<file path="src/rtl/fpga_cfg_pkg.sv">
// fpga_cfg_pkg: shared state encoding, default sizes and error-counter width for the configuration sequencer
package fpga_cfg_pkg;
  typedef enum logic [2:0] {IDLE, LOAD, SCAN, RELEASE, DONE} state_t;
  localparam int CCFF_LEN_DEF = 1024;
  localparam int SC_LEN_DEF = 1024;
  localparam int WORD_W_DEF = 32;
  localparam int ERR_W = 16;
endpackage

</file>
<file path="src/rtl/cfg_piso.sv">
// cfg_piso: word-wide parallel-in serial-out feeder for the configuration chain, MSB first, with chain bit counter
module cfg_piso import fpga_cfg_pkg::*; #(
  parameter int CCFF_LEN = CCFF_LEN_DEF,
  parameter int WORD_W = WORD_W_DEF
) (
  input  logic              prog_clk,
  input  logic              prog_reset,
  input  logic              clear,
  input  logic              en,
  input  logic              word_valid,
  input  logic [WORD_W-1:0] word_data,
  output logic              word_ready,
  output logic              ccff_head,
  output logic              prog_clk_en,
  output logic              chain_full
);
  localparam int CW = $clog2(CCFF_LEN + 1);
  localparam int NW = $clog2(WORD_W + 1);
  localparam logic [CW-1:0] LEN_C = CW'(CCFF_LEN);
  localparam logic [CW-1:0] LAST_C = CW'(CCFF_LEN - 1);
  localparam logic [NW-1:0] FULL_C = NW'(WORD_W);
  logic [WORD_W-1:0] sreg;
  logic [NW-1:0] nbits;
  logic [CW-1:0] bit_cnt;
  logic last_bit, empty, shift;
  always_comb begin
    empty = nbits == '0;
    shift = en && !empty;
    word_ready = en && empty && bit_cnt < LEN_C;
    prog_clk_en = shift;
    ccff_head = empty ? last_bit : sreg[WORD_W-1];
    chain_full = shift && bit_cnt == LAST_C;
  end
  always_ff @(posedge prog_clk)
    if (prog_reset || clear) begin
      sreg <= '0;
      nbits <= '0;
      bit_cnt <= '0;
      last_bit <= 1'b0;
    end else if (word_valid && word_ready) begin
      sreg <= word_data;
      nbits <= FULL_C;
    end else if (shift) begin
      sreg <= sreg << 1;
      last_bit <= sreg[WORD_W-1];
      bit_cnt <= bit_cnt + CW'(1);
      nbits <= chain_full ? '0 : nbits - NW'(1);
    end
endmodule

</file>
<file path="src/rtl/fpga_cfg_sequencer.sv">
// fpga_cfg_sequencer: loads the configuration chain, checks the scan chain with a walking one, then releases the fabric
module fpga_cfg_sequencer import fpga_cfg_pkg::*; #(
  parameter int CCFF_LEN = CCFF_LEN_DEF,
  parameter int SC_LEN = SC_LEN_DEF,
  parameter int WORD_W = WORD_W_DEF
) (
  input  logic              prog_clk,
  input  logic              prog_reset,
  input  logic              start,
  input  logic              word_valid,
  input  logic [WORD_W-1:0] word_data,
  output logic              word_ready,
  output logic              ccff_head,
  output logic              prog_clk_en,
  output logic              sc_head,
  input  logic              sc_tail,
  output logic              sc_en,
  output logic              fabric_reset,
  output logic              io_isol_n,
  output logic              busy,
  output logic              done,
  output logic              error,
  output logic [ERR_W-1:0]  err_count
);
  localparam int SW = $clog2(SC_LEN + 4);
  localparam logic [SW-1:0] CHK0 = SW'(SC_LEN + 1);
  localparam logic [SW-1:0] CHK1 = SW'(SC_LEN + 2);
  localparam logic [SW-1:0] CHK2 = SW'(SC_LEN + 3);
  state_t state;
  logic [SW-1:0] scan_cnt;
  logic tail_q, chk, mism, clear, chain_full;
  always_comb begin
    clear = start && (state == IDLE || state == DONE);
    chk = state == SCAN && (scan_cnt == CHK0 || scan_cnt == CHK1 || scan_cnt == CHK2);
    mism = chk && (tail_q !== (scan_cnt == CHK0));
  end
  always_ff @(posedge prog_clk)
    tail_q <= prog_reset ? 1'b0 : sc_tail;
  cfg_piso #(.CCFF_LEN(CCFF_LEN), .WORD_W(WORD_W)) u_piso (
    .prog_clk    (prog_clk),
    .prog_reset  (prog_reset),
    .clear       (clear),
    .en          (state == LOAD),
    .word_valid  (word_valid),
    .word_data   (word_data),
    .word_ready  (word_ready),
    .ccff_head   (ccff_head),
    .prog_clk_en (prog_clk_en),
    .chain_full  (chain_full)
  );
  always_ff @(posedge prog_clk)
    if (prog_reset) begin
      state <= IDLE;
      scan_cnt <= '0;
      err_count <= '0;
      sc_head <= 1'b0;
      sc_en <= 1'b0;
      fabric_reset <= 1'b1;
      io_isol_n <= 1'b0;
      busy <= 1'b0;
      done <= 1'b0;
      error <= 1'b0;
    end else
      case (state)
        IDLE, DONE:
          if (start) begin
            state <= LOAD;
            scan_cnt <= '0;
            err_count <= '0;
            fabric_reset <= 1'b1;
            io_isol_n <= 1'b0;
            busy <= 1'b1;
            done <= 1'b0;
            error <= 1'b0;
          end
        LOAD:
          if (chain_full) begin
            state <= SCAN;
            sc_en <= 1'b1;
            sc_head <= 1'b1;
          end
        SCAN: begin
          scan_cnt <= scan_cnt + SW'(1);
          sc_head <= 1'b0;
          if (mism && err_count != '1) err_count <= err_count + ERR_W'(1);
          if (scan_cnt == CHK2) begin
            state <= RELEASE;
            sc_en <= 1'b0;
            fabric_reset <= 1'b0;
          end
        end
        RELEASE: begin
          state <= DONE;
          io_isol_n <= 1'b1;
          busy <= 1'b0;
          done <= 1'b1;
          error <= err_count != '0;
        end
        default: state <= IDLE;
      endcase
endmodule

</file>
<file path="config.mk">
export PLATFORM = sky130hd
export DESIGN_NAME = fpga_cfg_sequencer
export DESIGN_NICKNAME = d
export VERILOG_FILES = /design/src/rtl/fpga_cfg_pkg.sv /design/src/rtl/cfg_piso.sv /design/src/rtl/fpga_cfg_sequencer.sv
export SDC_FILE = /design/constraint.sdc
export NUM_CORES = 1
export LEC_CHECK = 0
export CAP_MARGIN = 20
export CORE_MARGIN = 3
export CORE_UTILIZATION = 40
export DETAILED_ROUTE_END_ITERATION = 10
export DONT_BUFFER_PORTS = 1
export PLACE_DENSITY = 0.59
export SLEW_MARGIN = 20
export SYNTH_ARGS = -nofsm -noshare
export SYNTH_HDL_FRONTEND = slang
export SYNTH_SLANG_ARGS = --single-unit
export TNS_END_PERCENT = 100
</file>
<file path="constraint.sdc">
create_clock -name prog_clk -period 2 [get_ports prog_clk]
set_input_delay 0.2 -clock prog_clk [delete_from_list [all_inputs] [get_ports prog_clk]]
set_output_delay 0.2 -clock prog_clk [all_outputs]
set_load 0.02 [all_outputs]
</file>
== Word level (Yosys, flattened, before mapping) ==
Index checks and enable logic that the tools add are counted.

* $add $sub $neg: 4
* Eq/ne operators: 14
* Reduce and logical (&&, ||, !) cells: 31
* Multiplexer cells: 25
* Bitwise logic cells: 1
* $lt $le $gt $ge: 1

{| class="wikitable"
|+ Operators by type and width
! operator !! number
|-
| $mux 32 || 2
|-
| $eq 11x11->1 const B || 3
|-
| $mux 16 || 2
|-
| $pmux 16 s2 || 1
|-
| $add 11x1->11 const B || 2
|-
| $pmux 11 s2 || 1
|-
| $mux 6 || 3
|-
| $add 16x1->16 const B || 1
|-
| $ne 16x16->1 const B || 1
|-
| $reduce_bool 16->1 || 1
|-
| $pmux 1 s2 || 6
|-
| $pmux 3 s4 || 1
|-
| $reduce_and 3->1 || 4
|-
| $eq 11x10->1 const B || 1
|-
| $lt 11x11->1 const B || 1
|-
| $mux 11 || 1
|-
| $logic_and 1x1->1 || 9
|-
| $mux 3 || 3
|-
| $reduce_and 2->1 || 4
|-
| $reduce_bool 2->1 || 4
|-
| $eq 3x2->1 const B || 2
|-
| $logic_not 6->1 || 1
|-
| $sub 6x1->6 const B || 1
|-
| $mux 1 || 5
|-
| other kinds (10) || 16
|}

* Input bits: 37
* Logic and storage cells: 91
* Register bits after elaboration: 87
* Output and inout port bits: 26

== Depth between registers and ports, before layout ==
* Depth in word-level cells: 8
* Depth in mapped cells: 10
* Gate-level depth less buffers: 10

== Modules after synthesis ==
Synthesis repeated with hierarchy kept, for this count alone.

* Cells, all modules: 480
* Area total of the unflattened synthesis: 4,110.2 um^2

{| class="wikitable"
|+ Modules (own cells, without submodules)
! module !! area an instance (um^2) !! cells an instance !! instances !! sequential area each (um^2)
|-
| cfg_piso || 2,260.9 || 258 || 1 || 1,001.0
|-
| fpga_cfg_sequencer || 1,849.3 || 222 || 1 || 740.7
|}

== Least setup slack after synthesis ==
Ideal clock, no wire load.

* Path kind: reg2reg
* Start: reg err_count[0]
* End: reg err_count[6]
* Period minus slack after synthesis: 2.083 ns
* Library setup time: 0.086 ns
* Setup slack: -0.083 ns
* Data required time: 1.914 ns
* Cell stages (with the launch flop): 8
* Buffers on the path: 0
* Arrival time: 1.997 ns
* Cells stage by stage: dfxtp_1 ha_1 nand3_1 nor2_1 nand3_1 a21oi_1 a211oi_2 a211oi_1

* Longest elaborated chain between the ends: 4
* Elaborated cells between the ends (all ways): 7
* Those cells by class: 1 x add/sub; 2 x eq/ne; 2 x mux; 2 x reduce/logical

{| class="wikitable"
|+ Ends and longest elaborated chain
! item !! RTL line !! RTL
|-
| start: declaration || fpga_cfg_sequencer.sv:23 || <nowiki>output logic [ERR_W-1:0] err_count</nowiki>
|-
| start signal: assignment || fpga_cfg_sequencer.sv:85 || <nowiki>if (mism && err_count != '1) err_count <= err_count + ERR_W'(1);</nowiki>
|-
| parallel branches: the longest is 4 deep, another holds $add 16x1->16 || - ||
|}

Several ways; the timed one is not identified. The select of a mux whose other input is x is not followed.
A chain may end at the register's enable or synchronous reset.

== Final worst setup path ==
* Start: reg scan_cnt[2]
* End: reg err_count[6]

* Longest elaborated chain between the ends: 8
* Elaborated cells between the ends (all ways): 11
* Those cells by class: 5 x eq/ne; 6 x reduce/logical

{| class="wikitable"
|+ Ends and longest elaborated chain
! item !! RTL line !! RTL
|-
| start: declaration || fpga_cfg_sequencer.sv:30 || <nowiki>logic [SW-1:0] scan_cnt;</nowiki>
|-
| start signal: assignment || fpga_cfg_sequencer.sv:83 || <nowiki>scan_cnt <= scan_cnt + SW'(1);</nowiki>
|-
| $eq 11x11->1, on equally long branches || fpga_cfg_sequencer.sv:34, fpga_cfg_sequencer.sv:35 ||
|-
| $logic_or 1x1->1 (2 in series) || fpga_cfg_sequencer.sv:34 || <nowiki>chk = state == SCAN && (scan_cnt == CHK0 || scan_cnt == CHK1 || scan_cnt == CHK2);</nowiki>
|-
| $logic_and 1x1->1 || fpga_cfg_sequencer.sv:34 ||
|-
| $logic_and 1x1->1 (*) || fpga_cfg_sequencer.sv:35 || <nowiki>mism = chk && (tail_q !== (scan_cnt == CHK0));</nowiki>
|-
| $logic_and 1x1->1 (*) || fpga_cfg_sequencer.sv:85 ||
|-
| $ne 2x1->1 (no line) (*) || - ||
|-
| $reduce_and 3->1 (no line) (*) || - ||
|}

Mark *: on every way between the ends. The rest lies on a longest branch, timed or not.

==> run summary <==
Synthesis
• Net Count, Synth: 516
• proportion of synthesized chip area in sequential cells: 0.440
• top cells by area, synth: dfxtp_1, a21oi_1, a22oi_1
• most common library cells after synthesis: dfxtp_1, a21oi_1, nand2_1
• synth unique cells: 54
• Avg Synthesized Cell Area: 8.41 um2
• cell taking the most area after synthesis: dfxtp_1
• post-synthesis async set-or-reset flop share: 0
• most used standard cell by instance count after synthesis: dfxtp_1
• share of Yosys cell area claimed by the top area cell type: 0.440
• EDFF count, synth: 0
• YS warnings: 0
• number of storage elements in the synthesis netlist: 87
• Cell Area, Synth: 0.00396 mm2
• synthesized instance count: 471
• most used flip-flop cell after synthesis: dfxtp_1

Routing
• routed length per placed instance: 14.9 um
• first drt pass iteration count: 5
• violation count after the first detailed-routing iteration: 183
• final routed DRC violation total: 0
• total via count after detailed routing: 3531
• sum of routed wire length over all layers: 9.61 mm
• mean number of vias per cell: 5.46
• number of nets with antenna violations after routing: 0

Setup path
• dominant delay contributor by cell family on the critical path: simple AND/OR/NAND/NOR gates
• Crit Path Category: reg2reg
• data required time at the worst endpoint: 2.27 ns
• crit path buf inv count: 0
• register-to-register setup slack: 0.09 ns
• Worst EP arrival: 2.18 ns
• critical-path cell list: nor4b_2 > and4b_2 > nand3_4 > or4_4 > a211oi_2 > a211oi_1
• Crit-path slowest cell: or4_4
• type of origin of the critical path: flip-flop
• maximum fanout encountered on the critical timing path: 5
• delay of the slowest cell on the worst path: 0.55 ns
• critical path capture point type: flip-flop
• launch point of the worst reg-to-reg path: scan_cnt[2]
• worst flop-to-flop path endpoint: err_count[6]
• Register-to-Register Path Depth: 6

Timing
• setup slack of the critical path after layout: 0.0912 ns
• portion of the clock cycle consumed by the worst path in the final layout: 0.954
• Worst Max-Slew Pin Slew: 0.525 ns
• max-slew violation count: 0
• Post-Route Setup TNS: 0 ns
• final hold violation count: 0
• clock period minus final worst setup slack: 1.91 ns
• maximum clock skew at final layout: 0.0101 ns
• worst hold-check slack: 0.0180 ns
• Slew Limit Headroom: 0.649
• maximum operating frequency: 0.524 GHz
• # setup viols final: 0

Finish
• post-layout instance count excluding filler cells: 647
• area grow syn2layout: 22.1%
• final net count: 558
• Antenna Cells: 0
• share of layout cells above drive strength 1: 0.216

Power and ir drop
• combinational share of power: 0.098
• power per cell area: 699 mW/mm2
• Lkg Pwr: 1.67 nW
• switching share of total power: 0.264
• switching pwr: 0.892 mW
• VDD IR max: 0.469 mV
• clock group share of total power: 0.375
• part of the power in registers: 0.528
• cell-internal power: 2.49 mW

GRT
• pin count of the biggest net entering global routing: 32
• Overflow after GRT: 0
• total routing resource utilization after global routing: 0.174
• number of global-route vias before repair: 3370
• antenna violations before repair: 0
• first-pass GRT wire length: 15.9 mm

Clocking
• maximum buffer depth of the clock tree: 2
• clock buffer count from CTS: 9
• Num Clock Sinks: 87
• CTS H-tree lvls: 3
• Worst-path clk slew: 0.10 ns
• insertion delay of the later-clocked pin in the worst-skew pair: 0.37 ns
• buffer cell driving the clock tree root: clkbuf_8
• TritonCTS clock tree: yes

Flow run
• max-cap violations: 0

Floorplanning
• row count: 35
• Initial Util: 0.420
• height of the chip: 105 um
• die area: 0.0111 mm2
• Core ar.: 0.00942 mm2
• horizontal die dimension: 105 um
• # IOs: 63

Min path
• Hold Crit Endpoint: u_piso.sreg[12]
• cell count of the worst hold path: 2
• worst hold path class: in2reg
• startpoint of the lowest-slack hold path: word_data[12]

Place
• number of buffer cells added on primary ports: 0
• placer congestion estimate: 0.821
• post-placement worst setup slack: -0.0649 ns
• cell count after placement: 617
• DPL Wire Length: 6.53 mm

Run status
• outcome: completed

[per-layer routing]
layer | up-vias | GRT usage | share of wire
li1 | 1776 | - | -
met1 | 1660 | 0.217 | 0.45
met2 | 85 | 0.274 | 0.46
met3 | 10 | 0.0661 | 0.072
met4 | 0 | 0.0609 | 0.013
met5 | - | 0 | 0
[layout by cell type, fill, tap and decap left out, types with 9 or more instances in the layout]
cell,netlist,routed
a21oi_1,62,61
a22oi_1,31,31
and3_1,10,10
buf_4,1,45
clkbuf_8,1,9
dfxtp_1,87,83
nand2_1,59,57
nand3_1,16,14
nand4_1,11,11
nor2_1,44,42
nor3_1,11,11
o21ai_0,13,12
xor2_1,9,9
[per-stage QoR]
| stage | utilization | instance area (um2) | total power [mW] |
|---|---|---|---|
| 3_5_place_dp | 0.464 | 4370 | 2.10 |
| 3_3_place_gp | 0.464 | 4370 | 2.10 |
| 5_1_grt | 0.513 | 4830 | 3.55 |
| 2_1_floorplan | - | 3960 | 2.02 |
| 4_1_cts | 0.493 | 4640 | 3.41 |
| 6_report | 0.513 | 4830 | 3.38 |
[what timing repair did]
action,CTS,global route
gates cloned,0,1
hold buffers,4,1
gates resized for setup,7,20
endpoints found under the setup margin,8,56
pin swaps,1,11
setup buffers,0,8
endpoints found under the hold margin,33,1
[layout make-up]
class                   count  area (um2)
well taps                 129         161
flip-flops and latches     87        1750
clock buffers               9         124
clock inverters             7        80.1
inverters                  10        42.5
fillers                   921        4580
multi-input cells         348        2140
repair buffers             57         538
[state kept, by name, indices dropped and copies added, names as in the netlist, 3 cells and up]
register and count:
err_count 16, scan_cnt 11, u_piso.sreg 32, u_piso.bit_cnt 11, u_piso.nbits 6, state 3
[worst register-to-register path, cell delays in order (launching register included)]
cell      delay [ns]
dfxtp_1         0.36
nor4b_2         0.24
and4b_2         0.31
nand3_4         0.11
or4_4           0.55
a211oi_2        0.18
a211oi_1        0.06
[logic make-up (layout without fill, tap and decap cells)]
logic type,count (synthesis),count (layout),share of synthesized area
fa+ha+maj,8,8,0.0253
mux,6,6,0.0164
simple gates,199,199,0.263
flops,87,87,0.440
compound gates,123,123,0.186
xor+xnor,12,12,0.0266
buf+inv,36,83,0.0433
[worst max path at each step]
stage | startpoint | to | slack, ns | depth (start not counted)
4_1_cts | scan_cnt[0] | err_count[6] | 0.02 | 9
5_1_grt | err_count[1] | err_count[10] | -0.03 | 7
3_3_place_gp | scan_cnt[0] | err_count[6] | 0.005 | 8
3_5_place_dp | scan_cnt[0] | err_count[6] | -0.06 | 8
2_1_floorplan | err_count[0] | err_count[6] | 0.003 | 7
6_report | scan_cnt[2] | err_count[6] | 0.09 | 6
[power by group through the flow]
stage                     logic, mW  registers, mW  clock network, mW
after global placement        0.269           1.83                  0
after CTS                     0.296           1.79               1.33
final                         0.330           1.78               1.27
after floorplan               0.197           1.82                  0
after global routing          0.366           1.79               1.40
after detailed placement      0.272           1.83                  0
No activity file was read; power rests on OpenSTA's default activity.
